===== config.mk =====
export PLATFORM = sky130hd
export DESIGN_NAME = ebus_diag_receiver
export DESIGN_NICKNAME = d
export VERILOG_FILES = /design/src/rtl/ebus_pkg.sv /design/src/rtl/ebus_diag_timeout.sv /design/src/rtl/ebus_diag_receiver.sv
export SDC_FILE = /design/constraint.sdc
export NUM_CORES = 1
export LEC_CHECK = 0
export ABC_AREA = 1
export BUFFER_PORTS_ARGS = -buffer_cell sky130_fd_sc_hd__clkbuf_2
export CAP_MARGIN = 20
export CORE_ASPECT_RATIO = 1.5
export CORE_UTILIZATION = 50
export CTS_BUF_LIST = sky130_fd_sc_hd__clkbuf_8
export DETAILED_ROUTE_END_ITERATION = 8
export PLACE_DENSITY = 0.81
export SETUP_SLACK_MARGIN = 0.1
export SLEW_MARGIN = 15
export SYNTH_ARGS = -nofsm -noshare
export SYNTH_HDL_FRONTEND = slang
export SYNTH_SLANG_ARGS = --single-unit
export TNS_END_PERCENT = 100

===== constraint.sdc =====
create_clock -name clk_i -period 3.7 [get_ports clk_i]
set_input_delay 0.555 -clock clk_i [delete_from_list [all_inputs] [get_ports clk_i]]
set_output_delay 0.555 -clock clk_i [all_outputs]
set_load 0.05 [all_outputs]

===== src/rtl/ebus_pkg.sv =====
// Shared EBUS diagnostic definitions.
// Contents:
//   - EbusWidth / EbusDsWidth: EBUS data word and diag function select widths.
//   - ebus_word_t: one EBUS data word. Bit 0 is the MSB.
//   - diag_function_e: the group decoded from the function select.
//   - DsReadGroupBit: the ds bit that selects the read group.
//   - diag_rx_state_e: receiver FSM states.
//   - TimeoutData: the word driven when a read times out.
//   - odd_parity(): returns the bit that makes the total count of ones in a word odd.
package ebus_pkg;

    localparam int unsigned EbusWidth      = 36;
    localparam int unsigned EbusDsWidth    = 7;
    localparam int unsigned DsReadGroupBit = 0;

    typedef logic [0:EbusWidth-1] ebus_word_t;

    localparam ebus_word_t TimeoutData = '1;

    typedef enum logic {
        FuncWrite = 1'b0,
        FuncRead  = 1'b1
    } diag_function_e;

    typedef enum logic [2:0] {
        StIdle    = 3'd0,
        StWrHold  = 3'd1,
        StRdWait  = 3'd2,
        StRdDrive = 3'd3,
        StStbLow  = 3'd4
    } diag_rx_state_e;

    function automatic logic odd_parity(input ebus_word_t w);
        return ~^w;
    endfunction

endpackage


===== src/rtl/ebus_diag_timeout.sv =====
// Read-acknowledge timeout counter.
// The counter is a loadable, saturating up-counter. It never wraps.
// Ports:
//   clk_i   EBUS clock.
//   rst_i   Asynchronous, active-high reset.
//   load_i  Clears the count to 0. This takes priority over en_i.
//   en_i    Advances the count by one. The count stops at Ticks-1.
//   done_o  High while the count equals Ticks-1.
module ebus_diag_timeout #(
    parameter int unsigned Ticks = 16
) (
    input  logic clk_i,
    input  logic rst_i,
    input  logic load_i,
    input  logic en_i,
    output logic done_o
);

    localparam int unsigned CntW = (Ticks > 1) ? $clog2(Ticks) : 1;
    localparam logic [CntW-1:0] Last = CntW'(Ticks - 1);

    logic [CntW-1:0] cnt_q, cnt_d;

    always_comb begin
        cnt_d = cnt_q;
        if (load_i) begin
            cnt_d = '0;
        end else if (en_i && (cnt_q != Last)) begin
            cnt_d = cnt_q + 1'b1;
        end
    end

    always_ff @(posedge clk_i or posedge rst_i) begin
        if (rst_i) begin
            cnt_q <= '0;
        end else begin
            cnt_q <= cnt_d;
        end
    end

    assign done_o = (cnt_q == Last);

endmodule


===== src/rtl/ebus_diag_receiver.sv =====
// EBUS-side consumer of the diagnostic cycles that the front-end DTE drives.
//
// Operation:
//   - A rising edge of the diag strobe latches ds and the EBUS data.
//   - Write-group cycles (ds[0]=0):
//       - func_pulse_o pulses for one cycle.
//       - wr_data_o is handed to the target through a valid/ready handshake.
//   - Read-group cycles (ds[0]=1):
//       - rd_req_o is raised and held until rd_ack_i.
//       - The returned word is then driven onto EBUS until the strobe drops.
//       - If the target never acknowledges, the all-ones word is driven instead.
//
// Build option:
//   EBUS_PARITY_EN adds these ports:
//     - ebus_parity_o: odd parity of ebus_data_o.
//     - ebus_parity_i: parity from the DTE, checked against the write data.
//     - parity_err_o:  sticky write-data parity error.
//
// Ports:
//   clk_i, rst_i                  Clock, and an asynchronous active-high reset.
//   diag_strobe_i, ds_i           DTE diag strobe and function code.
//   ebus_data_i                   Write data from the DTE.
//   ebus_drive_o, ebus_data_o     Read data onto EBUS. ebus_data_o is 0 when not driving.
//   func_pulse_o, func_code_o     Write-group pulse, and the latched function code.
//   wr_valid_o, wr_data_o,
//   wr_ready_i                    Write handshake to the target.
//   rd_req_o, rd_ack_i,
//   rd_data_i                     Read handshake to the target.
//   overrun_o                     Sticky. A new strobe arrived while a write was still undrained.
//   timeout_err_o                 Sticky. A read was not acknowledged in time.
module ebus_diag_receiver
    import ebus_pkg::*;
#(
    parameter int unsigned TimeoutTicks = 16
) (
    input  logic                   clk_i,
    input  logic                   rst_i,
    input  logic                   diag_strobe_i,
    input  logic [0:EbusDsWidth-1] ds_i,
    input  ebus_word_t             ebus_data_i,
    output logic                   ebus_drive_o,
    output ebus_word_t             ebus_data_o,
    output logic                   func_pulse_o,
    output logic [0:EbusDsWidth-1] func_code_o,
    output logic                   wr_valid_o,
    output ebus_word_t             wr_data_o,
    input  logic                   wr_ready_i,
    output logic                   rd_req_o,
    input  logic                   rd_ack_i,
    input  ebus_word_t             rd_data_i,
    output logic                   overrun_o,
    output logic                   timeout_err_o
`ifdef EBUS_PARITY_EN
    ,
    output logic                   ebus_parity_o,
    input  logic                   ebus_parity_i,
    output logic                   parity_err_o
`endif
);

    diag_rx_state_e         state_q, state_d;
    logic                   strobe_q;
    logic [0:EbusDsWidth-1] func_code_q, func_code_d;
    ebus_word_t             wr_data_q, wr_data_d;
    logic                   wr_valid_q, wr_valid_d;
    logic                   func_pulse_q, func_pulse_d;
    logic                   rd_req_q, rd_req_d;
    logic                   drive_q, drive_d;
    ebus_word_t             data_out_q, data_out_d;
    logic                   overrun_q, overrun_d;
    logic                   timeout_err_q, timeout_err_d;
`ifdef EBUS_PARITY_EN
    logic                   parity_q, parity_d;
    logic                   parity_err_q, parity_err_d;
`endif

    logic           stb_edge;
    diag_function_e grp;
    logic           tmr_load, tmr_en, tmr_done;

    // Only a 0->1 transition starts a cycle. A strobe that stays high is ignored.
    assign stb_edge = diag_strobe_i & ~strobe_q;
    assign grp      = diag_function_e'(ds_i[DsReadGroupBit]);

    ebus_diag_timeout #(
        .Ticks (TimeoutTicks)
    ) u_timeout (
        .clk_i  (clk_i),
        .rst_i  (rst_i),
        .load_i (tmr_load),
        .en_i   (tmr_en),
        .done_o (tmr_done)
    );

    always_comb begin
        state_d       = state_q;
        func_code_d   = func_code_q;
        wr_data_d     = wr_data_q;
        wr_valid_d    = wr_valid_q;
        func_pulse_d  = 1'b0;
        rd_req_d      = rd_req_q;
        drive_d       = drive_q;
        data_out_d    = data_out_q;
        overrun_d     = overrun_q;
        timeout_err_d = timeout_err_q;
        tmr_load      = 1'b0;
        tmr_en        = 1'b0;
`ifdef EBUS_PARITY_EN
        parity_err_d  = parity_err_q;
`endif

        unique case (state_q)
            StIdle: begin
                if (stb_edge) begin
                    func_code_d = ds_i;
                    wr_data_d   = ebus_data_i;
                    if (grp == FuncRead) begin
                        rd_req_d = 1'b1;
                        tmr_load = 1'b1;
                        state_d  = StRdWait;
                    end else begin
                        func_pulse_d = 1'b1;
                        wr_valid_d   = 1'b1;
                        state_d      = StWrHold;
`ifdef EBUS_PARITY_EN
                        if (odd_parity(ebus_data_i) != ebus_parity_i) begin
                            parity_err_d = 1'b1;
                        end
`endif
                    end
                end
            end
            StWrHold: begin
                // A second cycle cannot be accepted until the write drains. It is dropped and flagged.
                if (stb_edge) begin
                    overrun_d = 1'b1;
                end
                if (wr_valid_q && wr_ready_i) begin
                    wr_valid_d = 1'b0;
                    state_d    = diag_strobe_i ? StStbLow : StIdle;
                end
            end
            StRdWait: begin
                tmr_en = 1'b1;
                if (!diag_strobe_i) begin
                    rd_req_d = 1'b0;
                    state_d  = StIdle;
                end else if (rd_ack_i) begin
                    // The acknowledge is checked before the timeout, so a same-cycle ack is not an error.
                    rd_req_d   = 1'b0;
                    drive_d    = 1'b1;
                    data_out_d = rd_data_i;
                    state_d    = StRdDrive;
                end else if (tmr_done) begin
                    rd_req_d      = 1'b0;
                    drive_d       = 1'b1;
                    data_out_d    = TimeoutData;
                    timeout_err_d = 1'b1;
                    state_d       = StRdDrive;
                end
            end
            StRdDrive: begin
                if (!diag_strobe_i) begin
                    drive_d    = 1'b0;
                    data_out_d = '0;
                    state_d    = StIdle;
                end
            end
            StStbLow: begin
                if (!diag_strobe_i) begin
                    state_d = StIdle;
                end
            end
            default: begin
                state_d = StIdle;
            end
        endcase

`ifdef EBUS_PARITY_EN
        parity_d = drive_d ? odd_parity(data_out_d) : 1'b0;
`endif
    end

    always_ff @(posedge clk_i or posedge rst_i) begin
        if (rst_i) begin
            state_q       <= StIdle;
            strobe_q      <= 1'b0;
            func_code_q   <= '0;
            wr_data_q     <= '0;
            wr_valid_q    <= 1'b0;
            func_pulse_q  <= 1'b0;
            rd_req_q      <= 1'b0;
            drive_q       <= 1'b0;
            data_out_q    <= '0;
            overrun_q     <= 1'b0;
            timeout_err_q <= 1'b0;
`ifdef EBUS_PARITY_EN
            parity_q      <= 1'b0;
            parity_err_q  <= 1'b0;
`endif
        end else begin
            state_q       <= state_d;
            strobe_q      <= diag_strobe_i;
            func_code_q   <= func_code_d;
            wr_data_q     <= wr_data_d;
            wr_valid_q    <= wr_valid_d;
            func_pulse_q  <= func_pulse_d;
            rd_req_q      <= rd_req_d;
            drive_q       <= drive_d;
            data_out_q    <= data_out_d;
            overrun_q     <= overrun_d;
            timeout_err_q <= timeout_err_d;
`ifdef EBUS_PARITY_EN
            parity_q      <= parity_d;
            parity_err_q  <= parity_err_d;
`endif
        end
    end

    assign ebus_drive_o  = drive_q;
    // EBUS is wired-OR, so this block must present zeros whenever it is not driving.
    assign ebus_data_o   = drive_q ? data_out_q : '0;
    assign func_pulse_o  = func_pulse_q;
    assign func_code_o   = func_code_q;
    assign wr_valid_o    = wr_valid_q;
    assign wr_data_o     = wr_data_q;
    assign rd_req_o      = rd_req_q;
    assign overrun_o     = overrun_q;
    assign timeout_err_o = timeout_err_q;
`ifdef EBUS_PARITY_EN
    assign ebus_parity_o = parity_q;
    assign parity_err_o  = parity_err_q;
`endif

endmodule


* Word level (Yosys, flattened, before mapping)
Cells that the tools add are included.
Cells by class: equal/unequal tests 15, bitwise gates (word level) 3, add/sub/neg operators 1, muxes and demuxes 39, reductions and logical operators 15
Operator list (count):
- 36-bit two-way mux | 5
- 36-bit case mux with 2 select lines | 1
- 3-bit two-way mux | 7
- 4-bit AND reduction | 5
- 1-bit two-way mux | 19
- 2-bit != test, second input constant | 7
- 3-bit case mux with 4 select lines | 1
- 4-bit two-way mux | 2
- 4-bit != test, second input constant | 2
- 2-bit nonzero test | 4
- 3-bit by 2-bit equality test with 1-bit output, second input constant | 2
- 1-bit case mux with 2 select lines | 3
- 4-bit by 1-bit adder with 4-bit output, second input constant | 1
- 4-bit equality test, second input constant | 1
- 2-bit AND reduction | 2
- 3-bit by 1-bit equality test with 1-bit output, second input constant | 1
- 3-bit equality test, second input constant | 1
- 3-bit zero test | 1
- 3-bit != test, second input constant | 1
- 1-bit logical AND | 2
- 2-bit two-way mux | 1
- 1-bit NOT | 2
- 2-bit OR reduction | 1
- 1-bit bitwise AND | 1
Storage, ports and cells: input port bits 84, register bits after elaboration 93

* Logic depth before layout (Yosys ltp)
Gate-level depths: netlist (run 1).
depth after elaboration 5, gate-level depth with buffers 9

* Hierarchy
Synthesis (run 1) repeated with hierarchy kept, for this count alone.
Second synthesis, totals: cell total of the unflattened synthesis 514, area total of the unflattened synthesis 4120.2 um^2
Modules (own cells, without submodules):
- ebus_diag_receiver | seq. area each 2227.1 um^2, cells an instance 484, times used 1, area an instance 3891.2 um^2
- ebus_diag_timeout | seq. area each 100.1 um^2, cells an instance 30, times used 1, area an instance 229.0 um^2

* Least setup slack after synthesis (run 1)
No wires, ideal clock.
path type register to output, start point register drive_q (netlist: ebus_drive_o), end point output port ebus_data_o[10], data arrival time 1.601 ns, cell stages (with the launch flop) 5, buffers on the path 2, path slack 1.544 ns, cells stage by stage dfrtp_1 clkbuf_1 clkbuf_1 nand2_1 inv_1
On the way: longest elaborated chain between the ends 1
Ends and longest elaborated chain:
- from (decl) | line ebus_diag_receiver.sv:68 | logic drive_q, drive_d;
- from (signal assigned) | line ebus_diag_receiver.sv:209 | drive_q <= drive_d;
- 36-bit two-way mux | line ebus_diag_receiver.sv:222 | assign ebus_data_o = drive_q ? data_out_q : '0;
- to (decl) | line ebus_diag_receiver.sv:42 | output ebus_word_t ebus_data_o,
No other way between the ends.

* Worst setup path after layout (run 1)
start point register drive_q (netlist: ebus_drive_o), end point output port ebus_data_o[32]
The elaborated chain is that of the path after synthesis.

==> results of run 1 <==
==> state kept, by name (all words and copies together) (netlist names) <==
register / flops
ebus_drive_o: 1
overrun_o: 1
func_pulse_o: 1
rd_req_o: 1
wr_valid_o: 1
data_out_q: 36
func_code_o: 7
wr_data_o: 36
strobe_q: 1
u_timeout.cnt_q: 4
state_q: 3
timeout_err_o: 1
==> through the flow <==
stage,power (mW),setup WS (ps),cells
4_1_cts,5.07,1150,772
3_3_place_gp,4.41,1610,758
5_1_grt,5.40,1380,772
6_report,5.03,1520,772
2_1_floorplan,3.89,725,507
3_5_place_dp,4.48,1550,758
==> power by group through the flow <==
stage / Clock [mW] / Sequential [mW] / Combinational (mW)
2_1_floorplan: 0 / 2.52 / 1.37
3_3_place_gp: 0 / 1.77 / 2.64
3_5_place_dp: 0 / 1.79 / 2.69
4_1_cts: 0.602 / 1.78 / 2.69
5_1_grt: 0.644 / 1.84 / 2.91
6_report: 0.578 / 1.78 / 2.66
==> kinds of logic after synthesis <==
kind of cell,share of synthesized area
compound gates,0.0566
xor+xnor,0.00428
fa+ha+maj,0.00306
buf+inv,0.0856
flops,0.569
simple gates,0.282
==> worst paths after layout <==
path	end	slack, ps	cells past startpoint	startpoint
max	ebus_data_o[32]	1520	3	ebus_drive_o
min	rd_req_o	270	2	rst_i
max reg2reg	u_timeout.cnt_q[3]	1880	7	state_q[0]
min reg2reg	data_out_q[19]	470	2	data_out_q[19]
max in group asynchronous	data_out_q[9]	2630	3	rst_i
min in group clk_i	wr_data_o[14]	400	3	ebus_data_i[14]
==> cells in the final DEF, fill, tap and decap left out, drive strengths merged <==
master / netlist / layout
o21ai: 39 / 39
clkinv: 0 / 3
dfrtp: 93 / 93
a31o: 1 / 1
a21oi: 4 / 4
o21bai: 1 / 1
nand3: 13 / 13
nand2: 267 / 267
and2: 1 / 1
ha: 1 / 1
xor2: 2 / 2
nand4: 4 / 4
clkbuf: 11 / 179
nor2: 7 / 7
inv: 49 / 49
buf: 14 / 3
==> per-layer routing <==
metal,vias to the layer above,share of wire,track usage
met5,-,0,0
met4,0,0.012,0.0802
li1,1841,-,-
met2,153,0.49,0.382
met1,1691,0.42,0.255
met3,8,0.076,0.0614
==> cell type report <==
type	instances	area, sq um
clock inverter	3	13.8
sequential	93	2330
clock buffer	11	151
multi-input combinational	340	1410
tap	105	131
timing repair buffer	171	863
fill	681	2870
inverter	49	185
==> PnR_summary.wiki, run 1 <==
{| class="wikitable"
! Metric !! Value
|-
| Final net count || 749
|-
| Portion of synthesized cell area occupied by the leading cell type || 0.569
|-
| Final critical delay including setup and external delays || 2180 ps
|-
| Row cnt || 40
|-
| Number of hold violations in the final report || 0
|-
| Max Fanout on Critical Path || 38
|-
| Maximum number of pins on one net before global-route repair || 47
|-
| Period Utilization, post-route || 0.590
|-
| Slowest cell on the critical path || sky130_fd_sc_hd__dfrtp_2
|-
| First-pass GRT wire length || 14600 um
|-
| Final routed wire length divided by cell count || 11.4 um
|-
| Number of I/O pins || 169
|-
| Placeable core region || 7960 sq um
|-
| Synth async-reset ratio || 1.00
|-
| Mean area per synthesized cell || 8.07 sq um
|-
| Gate Count Post-Synth || 507
|-
| Maximum level of the CTS H-tree || 3
|-
| Overflow after GRT || 0
|-
| DRC errors left || 0
|-
| Pins Over Slew Limit || 0
|-
| Initial cell density of the core || 0.514
|-
| Final Util || 0.639
|-
| Net Count, Synth || 592
|-
| Clock tree from TritonCTS || done
|-
| Cell with the most instances after synthesis || sky130_fd_sc_hd__nand2_1
|-
| Arrival time worst endpoint || ~1600 ps
|-
| Cells traversed along the worst timing path || nand2_1, inv_1, clkbuf_2
|-
| Post-route setup TNS || 0 ps
|-
| Buffer type at the clock tree root || sky130_fd_sc_hd__clkbuf_8
|-
| Worst Skew || about 8.5 ps
|-
| Leakage power || roughly 3.3 nW
|-
| Kind of end point of the critical path || primary output
|-
| Total buffers and inverters traversed by the critical path || 2
|-
| Count of cells resized by post-cts repair || 0
|-
| Max_slew headroom || 0.538
|-
| Main area contributors after synthesis || sky130_fd_sc_hd__dfrtp_1 (57%), sky130_fd_sc_hd__nand2_1 (24%), sky130_fd_sc_hd__o21ai_0 (4.2%)
|-
| Overall die area || roughly 8600 sq um
|-
| Max stage delay on crit path || 790 ps
|-
| VDD IR max || 0.648 mV
|-
| CP top delay family || flip-flops
|-
| Final setup vio count || 0
|-
| Sequential area share after synthesis || 0.569
|-
| Achievable frequency || 458 MHz
|-
| Layout cell share with drive strength beyond 1 || 0.295
|-
| Most used flip-flop cell after synthesis || sky130_fd_sc_hd__dfrtp_1
|-
| Die Height || 113 um
|-
| Buffer levels on the longest clock path || 2
|-
| Result of the run || finished, final reports clean
|-
| Number of detailed-routing iterations run before antenna repair || 4
|-
| Global-route usage over all layers || 0.221
|-
| Actual transition at the worst max-transition pin || 692 ps
|-
| Class of the worst hold path || in2async
|-
| Sequential fraction of design power || 0.355
|-
| Standard cell area after detailed placement || 4920 sq um
|-
| Aggregate routed wire length || 8830 um
|-
| Share of power burned in the clock network || 0.115
|-
| Internal portion of total power || 2.31 mW
|-
| Num CTS Buffers || 9
|-
| Post-CTS Setup Inserts || 0
|-
| Reported net switching power || approximately 2.7 mW
|-
| Number of sinks on the clock net || 93
|-
| Post-synth EDFFs || 0
|-
| RSZ-0062 raised after global routing || false
|-
| Area added between synthesis and finish || 24.3%
|-
| Worst skew pair latency || 350 ps
|-
| Seq cells post-synth || a little over 90
|-
| Required @ worst endpoint || 3140 ps
|-
| Worst-case hold slack || 269 ps
|-
| Synth warn || 0
|-
| X dimension of the die || 75.9 um
|-
| Placer congestion estimate || between 0.8 and 0.9
|-
| Cell area power density || 988 nW/um^2
|-
| Count of buffers inserted at the top-level ports || ~170
|-
| Summed area of non-filler cells in the final layout || 5090 sq um
|-
| Proportion of power drawn by combinational gates || 0.530
|-
| Kind of critical path || reg2out
|-
| Post-detailed-route via-to-cell ratio || 4.78
|-
| Number of distinct standard cells referenced by the synthesized netlist || 23
|-
| Switching share of power || 0.541
|-
| Post-DP HPWL || 6400 um
|-
| Number of antenna violations at the first check in global routing || 0
|-
| Antenna cell count || 0
|-
| Synth Cell Area || 4090 sq um
|-
| Number of hold buffers added after CTS || 0
|-
| Clk slew on worst S/H paths || ~80 ps
|-
| Number of maximum-capacitance violations || 0
|-
| Dominant cell type by area after synthesis || sky130_fd_sc_hd__dfrtp_1
|-
| Number of global-route vias before repair || 3444
|-
| Number of violations reported at the end of detailed-routing iteration 0 || 158
|-
| Startpoint type of the worst setup path || flop
|-
| Vias after detailed routing || about 3700
|-
| Post-DRT Antenna Nets || 0
|-
| Leading post-synthesis cells by instance count || sky130_fd_sc_hd__nand2_1 (266), sky130_fd_sc_hd__dfrtp_1 (93), sky130_fd_sc_hd__inv_1 (45), sky130_fd_sc_hd__o21ai_0 (34), sky130_fd_sc_hd__nand3_1 (12)
|}
(Power assumes the default switching activity.)
==> inputs of run 2 (changes only) <==
ABC_AREA = 0   (was 1)
CORE_UTILIZATION = 45   (was 50)
PLACE_DENSITY = 0.76   (was 0.81)
clock period = 1.83 ns   (was 3.7 ns; I/O delays follow)
==> run 2 against run 1 <==
  * Worst hold slack got worse by 200 ps
  * Worst setup slack got worse by 1500 ps
  * Sequential cell count unchanged
  * Cell count decreased by 20%
  * Critical path type is now reg2reg
  * Largest cell class unchanged
  * Largest power group unchanged
==> PnR_summary.wiki, run 2 <==
{| class="wikitable"
! Metric !! Value
|-
| Clk slew on worst S/H paths || 100 ps
|-
| Vias after detailed routing || 3109
|-
| Max_slew headroom || 0.609
|-
| Multi-input combinational cell area || 1820 sq um
|-
| Period Utilization, post-route || 0.977
|-
| Post-synth EDFFs || 0
|-
| Worst Skew || 14.4 ps
|-
| Final net count || between 500 and 600
|-
| Sequential area share after synthesis || 0.544
|-
| Number of maximum-capacitance violations || 0
|-
| Cell with the most instances after synthesis || sky130_fd_sc_hd__dfrtp_1
|-
| Worst skew pair latency || 360 ps
|-
| Main area contributors after synthesis || sky130_fd_sc_hd__dfrtp_1 (54%), sky130_fd_sc_hd__mux2_4 (14%), sky130_fd_sc_hd__o2bb2ai_1 (7.4%)
|-
| Achievable frequency || roughly 560 MHz
|-
| Overall die area || 9910 sq um
|-
| Synth warn || 0
|-
| Num CTS Buffers || 9
|-
| Number of global-route vias before repair || 3050
|-
| Die Height || 121 um
|-
| Required @ worst endpoint || 2090 ps
|-
| Clock tree from TritonCTS || done
|-
| Final Util || 0.606
|-
| Origin of the critical flop-to-flop path || state_q[1]
|-
| Number of sinks on the clock net || 93
|-
| Internal portion of total power || between 5 and 6 mW
|-
| Filler cell count || ~750
|-
| Most common cell after layout, fill and taps aside || sky130_fd_sc_hd__clkbuf_2
|-
| Cell area power density || ~1900 nW/um^2
|-
| Number of distinct standard cells referenced by the synthesized netlist || 33
|-
| Placeable core region || 9250 sq um
|-
| Layout cell share with drive strength beyond 1 || 0.533
|-
| Crit path from || state_q[1]
|-
| Proportion of power drawn by combinational gates || 0.551
|-
| Most frequent cells in the layout || sky130_fd_sc_hd__clkbuf_2 (138), sky130_fd_sc_hd__dfrtp_1 (93), sky130_fd_sc_hd__mux2_4 (42)
|-
| Antenna cell count || 0
|-
| Mean area per synthesized cell || 13.0 sq um
|-
| Placer congestion estimate || 0.736
|-
| Leading post-synthesis cells by instance count || sky130_fd_sc_hd__dfrtp_1 (93), sky130_fd_sc_hd__mux2_4 (40), sky130_fd_sc_hd__nor2b_1 (38), sky130_fd_sc_hd__and2_1 (36), sky130_fd_sc_hd__o2bb2ai_1 (36)
|-
| Reported net switching power || 5.27 mW
|-
| Portion of synthesized cell area occupied by the leading cell type || 0.544
|-
| Synth Cell Area || about 4300 sq um
|-
| Synth async-reset ratio || 1.00
|-
| Number of antenna violations at the first check in global routing || 0
|-
| Switching share of power || 0.486
|-
| Number of hold violations in the final report || 0
|-
| Final critical delay including setup and external delays || around 1800 ps
|-
| Most used flip-flop cell after synthesis || sky130_fd_sc_hd__dfrtp_1
|-
| Share of power burned in the clock network || 0.126
|-
| Post-DP HPWL || 6500 um
|-
| Area added between synthesis and finish || 31.1%
|-
| Post-route setup TNS || 0 ps
|-
| VDD IR max || 1.34 mV
|-
| Sequential fraction of design power || 0.322
|-
| DRC errors left || 0
|-
| Dominant cell type by area after synthesis || sky130_fd_sc_hd__dfrtp_1
|-
| Post-DRT Antenna Nets || 0
|-
| RSZ-0062 raised after global routing || true
|-
| Count of buffers inserted at the top-level ports || 168
|-
| Final setup vio count || 0
|-
| Initial cell density of the core || 0.463
|-
| Number of detailed-routing iterations run before antenna repair || 6
|-
| Number of I/O pins || 169
|-
| Seq cells post-synth || 93
|-
| Aggregate routed wire length || 9160 um
|-
| Buffer type at the clock tree root || sky130_fd_sc_hd__clkbuf_8
|-
| Final routed wire length divided by cell count || ~15 um
|-
| Leakage power || around 2.8 nW
|-
| Global-route usage over all layers || 0.190
|-
| Actual transition at the worst max-transition pin || 586 ps
|-
| Arrival time worst endpoint || about 2000 ps
|-
| Kind of end point of the critical path || flop
|-
| Overflow after GRT || 0
|-
| First-pass GRT wire length || 14100 um
|-
| Post-detailed-route via-to-cell ratio || about 5
|-
| Net Count, Synth || 413
|-
| Kind of critical path || reg2reg
|-
| Number of hold buffers added after CTS || 0
|-
| Max Fanout on Critical Path || 11
|-
| Pins Over Slew Limit || 0
|-
| Maximum level of the CTS H-tree || 3
|-
| Buffer levels on the longest clock path || 2
|-
| Gate Count Post-Synth || 328
|-
| Maximum number of pins on one net before global-route repair || 48
|-
| Sequential cell area || 2330 sq um
|-
| Number of violations reported at the end of detailed-routing iteration 0 || 123
|-
| Row cnt || 43
|-
| X dimension of the die || 81.6 um
|-
| Result of the run || finished, final reports clean
|-
| Startpoint type of the worst setup path || flop
|-
| Class of the worst hold path || in2async
|}
## run 2: kinds of logic (layout without fill, tap and decap cells)
logic type / after synthesis / count (layout) / share of synthesized area
mux: 44 / 44 / 0.150
fa+ha+maj: 1 / 1 / 0.00292
simple gates: 113 / 113 / 0.163
flops: 93 / 93 / 0.544
compound gates: 51 / 51 / 0.0944
xor+xnor: 2 / 2 / 0.00409
buf+inv: 24 / 203 / 0.0415
## run 2: power groups by stage
stage | combinational [mW] | clock, mW | sequential [mW]
detailed placement | 5.84 | 0 | 3.49
CTS | 5.96 | 1.42 | 3.49
floorplan | 2.89 | 0 | 5.18
global route | 6.25 | 1.50 | 3.59
finish | 5.97 | 1.37 | 3.49
global placement | 5.72 | 0 | 3.47
## run 2: path summary, 6_finish.rpt
path	end	slack, ps	cells past startpoint
worst max register to register	wr_data_o[0]	40	4
worst min-delay path	wr_data_o[4]	70	3
worst max-delay path	wr_data_o[0]	40	4
worst min register to register	data_out_q[16]	480	1
max in group asynchronous	data_out_q[31]	1350	3
min in group clk_i	func_pulse_o	110	2
## run 2: critical path: stages (launching register included)
cell and delay, ps:
sky130_fd_sc_hd__dfrtp_1 380, sky130_fd_sc_hd__or4b_4 580, sky130_fd_sc_hd__nor2_8 200, sky130_fd_sc_hd__clkbuf_16 220, sky130_fd_sc_hd__mux2_4 300
## run 2: timing repair
| item | CTS | global route |
|---|---|---|
| cloned | 0 | 1 |
| setup buffers | 2 | 0 |
| pin swaps | 0 | 0 |
| resized for setup | 29 | 13 |
| setup endpoints to repair | 76 | 92 |
| hold endpoints to repair | 0 | 0 |
## run 2: layer usage
layer  up-vias  track usage  part of all wire
met5         -            0                 0
met4         0       0.0735             0.016
met3        13       0.0579             0.065
met2       122        0.317              0.52
met1      1483        0.224              0.40
li1       1491            -                 -
## run 2: final cells by class
type / instances / area share
Sequential cell: 93 / 0.415
Clock inverter: 7 / 0.0132
Multi-Input combinational cell: 211 / 0.324
Timing Repair Buffer: 186 / 0.200
Tap cell: 112 / 0.0250
Inverter: 1 / 0.00134
Clock buffer: 9 / 0.0221
## run 2: through the flow
| stage | power, mW | area, sq um | worst slack, ps | hold slack, ps | cells |
|---|---|---|---|---|---|
| after floorplan | 8.07 | 4310 | -65.7 | 306 | 328 |
| after global placement | 9.20 | 5270 | 33.6 | 456 | 600 |
| after detailed placement | 9.33 | 5270 | -4.42 | 467 | 600 |
| after CTS | 10.9 | 5560 | 3.77 | 62.9 | 618 |
| after global routing | 11.3 | 5610 | -2.48 | 88.9 | 619 |
| final | 10.8 | 5610 | 42.8 | 66.0 | 619 |
==> inputs of run 3 (changes only) <==
CELL_PAD_IN_SITES_DETAIL_PLACEMENT = 1   (was default)
CELL_PAD_IN_SITES_GLOBAL_PLACEMENT = 1   (was default)
CORE_UTILIZATION = 35   (was 45)
==> run 3 against run 2 <==
  * Register-to-register slack got worse by 40 ps
  * Sequential power hardly changed
  * Worst hold slack got worse by 42 ps
  * Fmax is 2.0% lower
  * Sequential cell count is the same
  * Cell count up 7.4%
  * Clock skew is 1.9 ps higher
  * Die area rose by 28%
  * Largest cell class unchanged
  * Largest power group unchanged
  * Highest routed layer unchanged
==> PnR_summary.wiki, run 3 (synthesis gave the netlist of run 2 again) <==
{| class="wikitable"
! Metric !! Value
|-
| Result of the run || finished, final reports clean
|-
| Summed area of non-filler cells in the final layout || between 5000 and 6000 sq um
|-
| Actual transition at the worst max-transition pin || 504 ps
|-
| Pre-CTS worst setup slack || between 10 and 15 ps
|-
| Number of sinks on the clock net || 93
|-
| Reported net switching power || 5.38 mW
|-
| Share of power burned in the clock network || 0.153
|-
| Post-DRT Antenna Nets || 0
|-
| Max Fanout on Critical Path || 20
|-
| Kind of end point of the critical path || flop
|-
| Period Utilization, post-route || 0.996
|-
| Final routed wire length divided by cell count || 16.3 um
|-
| Clock tree from TritonCTS || done
|-
| Overflow after GRT || 0
|-
| Overall die area || 12700 sq um
|-
| Class of the worst hold path || in2async
|-
| Proportion of power drawn by combinational gates || 0.536
|-
| Num CTS Buffers || 9
|-
| Post-detailed-route via-to-cell ratio || 4.78
|-
| X dimension of the die || 92.3 um
|-
| Origin of the critical flop-to-flop path || state_q[1]
|-
| Number of global-route vias before repair || 3404
|-
| Number of detailed-routing iterations run before antenna repair || 4
|-
| Buffer levels on the longest clock path || 2
|-
| Maximum level of the CTS H-tree || 3
|-
| Number of maximum-capacitance violations || 0
|-
| Aggregate routed wire length || 10900 um
|-
| Final worst slack || 6.53 ps
|-
| Achievable frequency || 548 MHz
|-
| DRC errors left || 0
|-
| Clk slew on worst S/H paths || 100 ps
|-
| Vias after detailed routing || 3179
|-
| Die Height || 137 um
|-
| Antenna cell count || 0
|-
| Cell area power density || 1960 nW/um^2
|-
| Placer congestion estimate || 0.764
|-
| Worst R2R Setup Slack || around 6.5 ps
|-
| Most frequent cells in the layout || sky130_fd_sc_hd__clkbuf_2 (166), sky130_fd_sc_hd__dfrtp_1 (92), sky130_fd_sc_hd__mux2_4 (42)
|-
| Kind of critical path || reg2reg
|-
| Pins Over Slew Limit || 0
|-
| Number of hold buffers added after CTS || 0
|-
| Post-DP HPWL || 8210 um
|-
| Total buffers and inverters traversed by the critical path || 1
|-
| Switching share of power || 0.481
|-
| CP top delay family || simple AND/OR/NAND/NOR gates
|-
| Max_slew headroom || 0.664
|-
| Area added between synthesis and finish || 33.4%
|-
| Placeable core region || around 12000 sq um
|-
| Number of antenna violations at the first check in global routing || 0
|-
| Row cnt || just under 50
|-
| Number of I/O pins || 169
|-
| Final critical delay including setup and external delays || 1820 ps
|-
| Internal portion of total power || 5.80 mW
|-
| VDD IR max || 1.21 mV
|-
| Global-route usage over all layers || 0.174
|-
| Number of hold violations in the final report || 0
|-
| Crit path from || state_q[1]
|-
| Worst Skew || about 16 ps
|-
| Standard cell area after detailed placement || between 5000 and 6000 sq um
|-
| Final setup vio count || 0
|-
| Startpoint type of the worst setup path || flop
|-
| RSZ-0062 raised after global routing || true
|-
| Final Util || 0.477
|-
| Most common cell after layout, fill and taps aside || sky130_fd_sc_hd__clkbuf_2
|-
| Count of buffers inserted at the top-level ports || 168
|-
| Arrival time worst endpoint || 2070 ps
|-
| Worst skew pair latency || 360 ps
|-
| Count of placed standard cells including taps || 646
|-
| Leakage power || ~2.8 nW
|-
| Required @ worst endpoint || 2080 ps
|-
| Final net count || 592
|-
| Worst-case hold slack || ~24 ps
|-
| Final non-filler cell total || 665
|-
| Buffer type at the clock tree root || sky130_fd_sc_hd__clkbuf_8
|-
| Layout cell share with drive strength beyond 1 || 0.545
|-
| Number of violations reported at the end of detailed-routing iteration 0 || 87
|-
| Maximum number of pins on one net before global-route repair || between 90 and 100
|-
| Cells traversed along the worst timing path || or4b_4, nor2_8, buf_12, mux2_4
|-
| Slowest cell on the critical path || sky130_fd_sc_hd__or4b_4
|-
| Initial cell density of the core || 0.358
|-
| Sequential fraction of design power || 0.311
|-
| First-pass GRT wire length || 17200 um
|-
| Max stage delay on crit path || 580 ps
|}
[run 3: routing by layer]
metal / GRT usage / vias to the layer above / routed length, um
li1: - / 1495 / -
met1: 0.201 / 1586 / 4180
met2: 0.318 / 88 / 6130
met3: 0.0320 / 10 / 393
met4: 0.0634 / 0 / 155
met5: 0 / - / 0
[run 3: layout make-up]
cell class	instances	area, sq um
Tap cell	153	191
Clock inverter	6	116
Multi-Input combinational cell	211	1830
Sequential cell	93	2330
Inverter	1	7.51
Timing Repair Buffer	191	1090
Clock buffer	10	138
Fill cell	1341	6250
[run 3: path summary, 6_finish.rpt]
check                                     end  cells past startpoint
max                             wr_data_o[12]                      4
min                             wr_data_o[25]                      3
max reg2reg                     wr_data_o[12]                      4
min reg2reg                     timeout_err_o                      1
max in group asynchronous  u_timeout.cnt_q[1]                      3
min in group clk_i               func_pulse_o                      2
[run 3: stage by stage]
step	setup TNS [ps]	total power, mW
after floorplan	-2630	8.07
after global placement	0	9.32
after detailed placement	0	9.49
after CTS	0	11.3
after global routing	-697	11.7
final	0	11.2
[run 3: worst register-to-register path, cell delays in order, from the launching register on]
cell and delay, ps:
sky130_fd_sc_hd__dfrtp_1 390, sky130_fd_sc_hd__or4b_4 580, sky130_fd_sc_hd__nor2_8 200, sky130_fd_sc_hd__buf_12 230, sky130_fd_sc_hd__mux2_4 320
[run 3: power groups by stage]
stage               clock network, mW  registers, mW  logic [mW]
floorplan                           0           5.18        2.89
global placement                    0           3.46        5.86
detailed placement                  0           3.49        6.00
CTS                              1.77           3.47        6.03
global route                     1.84           3.59        6.29
finish                           1.71           3.47        5.99
[run 3: repair_timing]
| item | in CTS | in global routing |
|---|---|---|
| gates resized for setup | 4 | 6 |
| setup endpoints to repair | 72 | 60 |
| setup buffers | 2 | 1 |
| gates cloned | 0 | 0 |
